===== src/rtl/phy_pkg.sv =====
// Shared types and sizing helpers for the PHY read/write data paths.
package phy_pkg;

   typedef enum logic [1:0] {
      IDLE     = 2'd0,
      PREAMBLE = 2'd1,
      CAPTURE  = 2'd2
   } rd_cap_state_t;

   localparam int unsigned DEF_BURST_LENGTH = 8;
   localparam int unsigned BEAT_CNT_W       = $clog2(DEF_BURST_LENGTH);

   function automatic int unsigned clog2_min1(input int unsigned n);
      return (n > 1) ? $clog2(n) : 1;
   endfunction

endpackage


===== src/rtl/phy_read_fifo.sv =====
// Burst-committed FIFO: pushes land speculatively and become poppable only on commit;
// rollback discards every speculative entry.
module phy_read_fifo import phy_pkg::*; #(
   parameter int unsigned WIDTH = 64,
   parameter int unsigned DEPTH = 32
) (
   input  logic                     clk2x,
   input  logic                     rst,
   input  logic                     push_i,
   input  logic [WIDTH-1:0]         pushdata_i,
   input  logic                     pushlast_i,
   input  logic                     commit_i,
   input  logic                     rollback_i,
   input  logic                     pop_i,
   output logic [WIDTH-1:0]         head_data_o,
   output logic                     head_last_o,
   output logic [$clog2(DEPTH):0]   committed_count_o,
   output logic [$clog2(DEPTH):0]   total_count_o
);

   localparam int unsigned AW = $clog2(DEPTH);
   localparam int unsigned CW = AW + 1;

   logic [WIDTH:0]  mem_q [DEPTH];
   logic [AW-1:0]   wr_spec_q, wr_spec_d;
   logic [AW-1:0]   wr_commit_q, wr_commit_d;
   logic [AW-1:0]   rd_q, rd_d;
   logic [CW-1:0]   committed_q, committed_d;
   logic [CW-1:0]   total_q, total_d;
   logic [CW-1:0]   pending;

   always_ff @(posedge clk2x) begin
      if (push_i) begin
         mem_q[wr_spec_q] <= {pushlast_i, pushdata_i};
      end
   end

   // Commit folds in a push of the same cycle, so the final beat is committed with its burst.
   always_comb begin
      wr_spec_d   = wr_spec_q;
      wr_commit_d = wr_commit_q;
      rd_d        = rd_q;
      committed_d = committed_q;
      total_d     = total_q;
      pending     = total_q - committed_q;
      if (pop_i) begin
         rd_d        = rd_q + AW'(1);
         committed_d = committed_q - CW'(1);
         total_d     = total_q - CW'(1);
      end
      if (rollback_i) begin
         wr_spec_d = wr_commit_q;
         total_d   = committed_d;
      end else begin
         if (push_i) begin
            wr_spec_d = wr_spec_q + AW'(1);
            total_d   = total_d + CW'(1);
         end
         if (commit_i) begin
            wr_commit_d = wr_spec_d;
            committed_d = committed_d + pending + CW'(push_i);
         end
      end
   end

   always_ff @(posedge clk2x or negedge rst) begin
      if (!rst) begin
         wr_spec_q   <= '0;
         wr_commit_q <= '0;
         rd_q        <= '0;
         committed_q <= '0;
         total_q     <= '0;
      end else begin
         wr_spec_q   <= wr_spec_d;
         wr_commit_q <= wr_commit_d;
         rd_q        <= rd_d;
         committed_q <= committed_d;
         total_q     <= total_d;
      end
   end

   assign head_data_o       = mem_q[rd_q][WIDTH-1:0];
   assign head_last_o       = mem_q[rd_q][WIDTH];
   assign committed_count_o = committed_q;
   assign total_count_o     = total_q;

endmodule


===== src/rtl/phy_read_capture.sv =====
// READ data path: DQS-framed beat capture into a burst-committed FIFO, returned to the
// PHYController as a valid/ready stream with one ACK per committed burst.
module phy_read_capture import phy_pkg::*; #(
   parameter int unsigned PHY_CHANNEL   = 0,
   parameter int unsigned MEM_DATAWIDTH = 64,
   parameter int unsigned PHYFIFODEPTH  = 32,
   parameter int unsigned BURST_LENGTH  = 8,
   parameter int unsigned DQS_TIMEOUT   = 16
) (
   input  logic                     clk2x,
   input  logic                     rst,
   input  logic                     dqs_t,
   input  logic                     dqs_c,
   input  logic [MEM_DATAWIDTH-1:0] indata,
   input  logic                     rd_start,
   output logic                     rd_ready,
   output logic                     rd_ack,
   output logic                     rd_err,
   output logic                     dqs_err,
   output logic                     out_valid,
   output logic [MEM_DATAWIDTH-1:0] out_data,
   output logic                     out_last,
   input  logic                     out_ready
);

   localparam int unsigned BCW = clog2_min1(BURST_LENGTH);
   localparam int unsigned TCW = clog2_min1(DQS_TIMEOUT);
   localparam int unsigned CW  = $clog2(PHYFIFODEPTH) + 1;

   rd_cap_state_t        state_q, state_d;
   logic                 dqs_prev_q;
   logic [BCW-1:0]       beat_cnt_q, beat_cnt_d;
   logic [TCW-1:0]       tmo_cnt_q, tmo_cnt_d;
   logic                 rd_ack_q, rd_err_q;
   logic                 dqs_err_q, dqs_err_d;

   logic                 beat, final_beat, timeout, start;
   logic                 push, commit, rollback, abort, pop;
   logic [CW-1:0]        committed_count, total_count;
   logic [MEM_DATAWIDTH-1:0] head_data;
   logic                 head_last;

   assign beat       = (state_q != IDLE) && (dqs_t != dqs_prev_q);
   assign final_beat = beat && (beat_cnt_q == BCW'(BURST_LENGTH - 1));
   assign timeout    = !beat && (tmo_cnt_q == TCW'(DQS_TIMEOUT - 1));
   assign rd_ready   = (state_q == IDLE) &&
                       (total_count <= CW'(PHYFIFODEPTH - BURST_LENGTH));
   assign start      = rd_start && rd_ready;

   // PREAMBLE and CAPTURE share beat handling; beat 0 arrives in PREAMBLE with beat_cnt==0.
   always_comb begin
      state_d    = state_q;
      beat_cnt_d = beat_cnt_q;
      tmo_cnt_d  = tmo_cnt_q;
      push       = 1'b0;
      commit     = 1'b0;
      rollback   = 1'b0;
      abort      = 1'b0;
      case (state_q)
         IDLE: begin
            if (start) begin
               state_d    = PREAMBLE;
               beat_cnt_d = '0;
               tmo_cnt_d  = '0;
            end
         end
         PREAMBLE, CAPTURE: begin
            if (beat) begin
               push       = 1'b1;
               beat_cnt_d = beat_cnt_q + BCW'(1);
               tmo_cnt_d  = '0;
               if (final_beat) begin
                  commit  = 1'b1;
                  state_d = IDLE;
               end else begin
                  state_d = CAPTURE;
               end
            end else if (timeout) begin
               abort    = 1'b1;
               rollback = (state_q == CAPTURE);
               state_d  = IDLE;
            end else begin
               tmo_cnt_d = tmo_cnt_q + TCW'(1);
            end
         end
         default: state_d = IDLE;
      endcase
   end

   always_comb begin
      dqs_err_d = dqs_err_q;
      if (start) begin
         dqs_err_d = 1'b0;
      end else if ((state_q == CAPTURE) && (dqs_t == dqs_c)) begin
         dqs_err_d = 1'b1;
      end
   end

   always_ff @(posedge clk2x or negedge rst) begin
      if (!rst) begin
         state_q    <= IDLE;
         dqs_prev_q <= 1'b0;
         beat_cnt_q <= '0;
         tmo_cnt_q  <= '0;
         rd_ack_q   <= 1'b0;
         rd_err_q   <= 1'b0;
         dqs_err_q  <= 1'b0;
      end else begin
         state_q    <= state_d;
         dqs_prev_q <= dqs_t;
         beat_cnt_q <= beat_cnt_d;
         tmo_cnt_q  <= tmo_cnt_d;
         rd_ack_q   <= commit;
         rd_err_q   <= abort;
         dqs_err_q  <= dqs_err_d;
      end
   end

   phy_read_fifo #(
      .WIDTH (MEM_DATAWIDTH),
      .DEPTH (PHYFIFODEPTH)
   ) u_fifo (
      .clk2x             (clk2x),
      .rst               (rst),
      .push_i            (push),
      .pushdata_i        (indata),
      .pushlast_i        (final_beat),
      .commit_i          (commit),
      .rollback_i        (rollback),
      .pop_i             (pop),
      .head_data_o       (head_data),
      .head_last_o       (head_last),
      .committed_count_o (committed_count),
      .total_count_o     (total_count)
   );

   // Head is masked while empty so stale storage never shows after reset.
   assign out_valid = (committed_count != '0);
   assign out_data  = out_valid ? head_data : '0;
   assign out_last  = out_valid && head_last;
   assign pop       = out_valid && out_ready;

   assign rd_ack    = rd_ack_q;
   assign rd_err    = rd_err_q;
   assign dqs_err   = dqs_err_q;

endmodule


===== config.mk =====
export PLATFORM = sky130hd
export DESIGN_NAME = phy_read_capture
export DESIGN_NICKNAME = d
export VERILOG_FILES = /design/src/rtl/phy_pkg.sv /design/src/rtl/phy_read_fifo.sv /design/src/rtl/phy_read_capture.sv
export SDC_FILE = /design/constraint.sdc
export NUM_CORES = 2
export LEC_CHECK = 0
export ABC_AREA = 1
export CAP_MARGIN = 20
export CORE_MARGIN = 3
export CORE_UTILIZATION = 50
export DETAILED_ROUTE_END_ITERATION = 8
export PLACE_DENSITY = 0.68
export SLEW_MARGIN = 5
export SYNTH_ARGS = -nofsm -noshare
export SYNTH_HDL_FRONTEND = slang
export SYNTH_SLANG_ARGS = --single-unit

===== constraint.sdc =====
create_clock -name clk2x -period 6.05 [get_ports clk2x]
set_input_delay 0.9075 -clock clk2x [delete_from_list [all_inputs] [get_ports clk2x]]
set_output_delay 0.9075 -clock clk2x [all_outputs]
set_load 0.02 [all_outputs]

==> impl_metrics.env <==
export IMPL_tightest_slew_ns=1.309
export IMPL_cp_startpoint="u_fifo.rd_q[0]$_DFFE_PN0N_"
export IMPL_rr_worst_depth=10
export IMPL_htree_num_levels=4
export IMPL_slowest_delay_ns=0.93
export IMPL_finalSetupTns_ns=0
export IMPL_grt_overflow=0
export IMPL_switching_share_pct=36.60
export IMPL_antenna_found_initial=16
export IMPL_yosys_register_bits=2120
export IMPL_insertion_delay_ns=0.84
export IMPL_outcome="complete, no violations"
export IMPL_setup_violations=0
export IMPL_r2r_end="u_fifo.mem_q[21][21]$_DFFE_PP_"
export IMPL_whs_ns=0.2123
export IMPL_hold_violations=0
export IMPL_ys_seq_area_share_pct=75.71
export IMPL_final_core_utilization_pct=56.89
export IMPL_globalplace_congestion=0.7737
export IMPL_period_minus_slack_ns=5.667
export IMPL_clock_skew_final_ns=0.02400
export IMPL_syn_area_sq_mm=0.08382
export IMPL_cpLargestDelayFamily="buffers and inverters"
export IMPL_critPathCaptureType="output port"
export IMPL_wire_per_inst_um=26.11
export IMPL_power_frac_clock_pct=27.7
export IMPL_finalNetCount=6488
export IMPL_r2r_slack_ns=2.06
export IMPL_start_util_pct=50.57
export IMPL_die_h_um=415.4
export IMPL_ioPinCount=140
export IMPL_maxClockFrequency_mhz=176.5
export IMPL_postRouteAntennaNets=0
export IMPL_std_cell_rows=149
export IMPL_cp_arrival_ns=4.76
export IMPL_drt_initial_drc_count=6678
export IMPL_cap_violations=0
export IMPL_tritoncts="built"
export IMPL_fill_cells=12783
export IMPL_dieArea_sq_mm=0.1726
export IMPL_p_comb_share_pct=34.5
export IMPL_die_w_um=415.4
export IMPL_grt_max_degree=304
export IMPL_cp_start_kind="register"
export IMPL_drv_slew=0
export IMPL_total_leakage_power_nw=30.14
export IMPL_synth_cells=6360
export IMPL_rsz0062_at_grt="false"
export IMPL_routed_via_density=6.133
export IMPL_seqPwrFrac_pct=37.7
export IMPL_ir_drop_v=0.0006596
export IMPL_crit_chain="buf_12, o21ai_0, o211ai_1, nand3_1, nand3_1, o21ai_0, nor2_1, clkdlybuf4s50_1"
export IMPL_synth_nets=6457
export IMPL_grt_pass1_wl_um=334400
export IMPL_via_count=53757
export IMPL_power_switching_mw=16.47
export IMPL_drt_total_wl_um=228800
export IMPL_cts_resized_gates=0
export IMPL_core_area_sq_mm=0.1657
export IMPL_cts_root_buf="clkbuf_16"
export IMPL_drc=0
export IMPL_hold_class="input port to async pin"
export IMPL_p_total_mw=45.01
export IMPL_cts_setup_buffers=0
export IMPL_drive_above_1_share_pct=7.097
export IMPL_portBuffers=139
export IMPL_grt_usage_pct=26.01
export IMPL_ys_types=40
export IMPL_path_buf_inv=2
export IMPL_path_class="register to output port"
export IMPL_clk_pin_slew_ns=0.06
export IMPL_grt_pass1_vias=50954
export IMPL_synth_area_per_cell_sq_um=13.18
export IMPL_clock_sinks=2120
export IMPL_required_ns=5.14
export IMPL_clk_path_buf_depth=3
export IMPL_area_growth_pct=12.50
export IMPL_critPathMaxFanout=241
export IMPL_p_per_area_mw_per_mm2=477.3
export IMPL_hold_buffers=0
export IMPL_r2r_start="state_q[1]$_DFFE_PN0P_"
export IMPL_synth_warning_count=0
export IMPL_intPower_mw=28.54
export IMPL_crit_slowest_cell="dfrtp_4"
export IMPL_first_pass_iters=6
export IMPL_timing_slew_headroom_pct=12.76
export IMPL_pre_cts_ws_ns=1.241
export IMPL_cts_buffers=204
export IMPL_post_route_period_util_pct=93.67
export IMPL_fin_ws_ns=0.3828
export IMPL_dpl_hpwl_um=108400
## synth_stat cells
cell	instances	area share, %
a21oi_1	61	0.36
a22o_1	2	0.021
a31oi_1	5	0.037
and3_1	29	0.22
buf_1	21	0.094
buf_2	126	0.75
buf_4	32	0.29
buf_6	25	0.34
buf_8	2	0.036
clkbuf_1	241	1.1
clkinv_1	1	0.0045
dfrtp_1	40	1.2
edfxtp_1	2080	75
fa_1	6	0.14
ha_1	21	0.31
inv_1	51	0.23
inv_2	2	0.0090
inv_4	1	0.0075
nand2_1	314	1.4
nand2_2	1	0.0075
nand3_1	200	1.2
nand3_2	1	0.012
nand4_1	16	0.12
nor2_1	1366	6.1
nor2_2	1	0.0075
nor3_1	4	0.024
o211ai_1	162	1.5
o21a_1	1	0.0090
o21ai_0	1067	6.4
o21ai_1	78	0.47
o21ai_2	1	0.010
o21bai_1	1	0.0090
o221ai_1	32	0.33
o22ai_1	343	2.6
o31ai_1	2	0.018
o32ai_1	1	0.010
or2_1	2	0.015
or2_2	1	0.0075
xnor2_1	6	0.063
xor2_1	14	0.15
## sequential cells by signal (all words and copies together) (netlist names)
name,count
beat_cnt_q,3
dqs_err,1
dqs_prev_q,1
rd_ack,1
rd_err,1
state_q,2
tmo_cnt_q,4
u_fifo.committed_count_o,6
u_fifo.mem_q,2080
u_fifo.rd_q,5
u_fifo.total_count_o,6
u_fifo.wr_commit_q,5
u_fifo.wr_spec_q,5
## layer usage
metal	part of all wire [%]	global-route usage, %	wire length, um	vias to the layer above
met3	9.2	4.451	21110	504
met4	3.9	9.934	8826	0
met2	48	42.69	109900	2849
met1	39	34.97	89000	26751
li1	-	-	-	23653
met5	0	0	0	-
## logic make-up after synthesis
logic type               after synthesis  share of synthesized area (%)
AND/OR/NAND/NOR                     1935                          9.127
AO/OA/AOI/OAI                       1756                          11.66
adder cells (fa/ha/maj)               27                         0.4568
XOR/XNOR                              20                         0.2090
flip-flops                          2120                          75.71
buffers and inverters                502                          2.833
## final cells by class
class                      instances  area [sq um]  area share [%]
antenna                           10         25.02         0.02654
clock buffer                     249          5316           5.638
clock inverter                   132          1212           1.286
inverter                          55         247.7          0.2627
multi-input combinational       3738         18230           19.34
sequential                      2120         63480           67.32
tap                             2189          2739           2.905
timing repair buffer             272          3043           3.227
## worst max path at each step
stage,cells after the start,slack [ns],to
4_1_cts,8,0.31,out_data[6]
2_1_floorplan,9,-0.59,u_fifo.mem_q[19][0]$_DFFE_PP_
5_1_grt,9,0.13,out_data[44]
3_5_place_dp,8,1.24,out_data[6]
3_3_place_gp,8,1.34,out_data[56]
6_report,8,0.38,out_data[6]
## per-stage QoR
step | cell area (sq um) | instances
floorplan | 83820 | 6360
global placement | 87560 | 8364
detailed placement | 87560 | 8364
CTS | 94080 | 8745
global route | 94280 | 8761
finish | 94290 | 8765
## layout by cell type (no fill, tap or decap), types with 16 or more instances in the layout
master / n
dfrtp_1: 36
clkinv_1: 54
ha_1: 21
o21ai_0: 1067
inv_1: 49
clkbuf_16: 208
o21ai_1: 78
a21oi_1: 61
buf_12: 44
clkbuf_1: 43
o221ai_1: 32
nor2_1: 1335
nand3_1: 200
nand4_1: 16
bufinv_16: 20
o22ai_1: 343
o211ai_1: 162
clkdlybuf4s50_1: 138
and3_1: 29
nand2_1: 314
buf_4: 79
nor2_4: 31
edfxtp_1: 2080
clkinv_2: 40
## power groups by stage
stage	Combinational (mW)	Clock, mW	Sequential (mW)
after global placement	15.2	0	17.3
final	15.5	12.5	17.0
after detailed placement	15.4	0	17.3
after global routing	16.9	13.2	17.0
after floorplan	10.3	0	17.0
after CTS	15.5	12.6	17.0
Note: power is estimated with default switching activity, not from simulation.
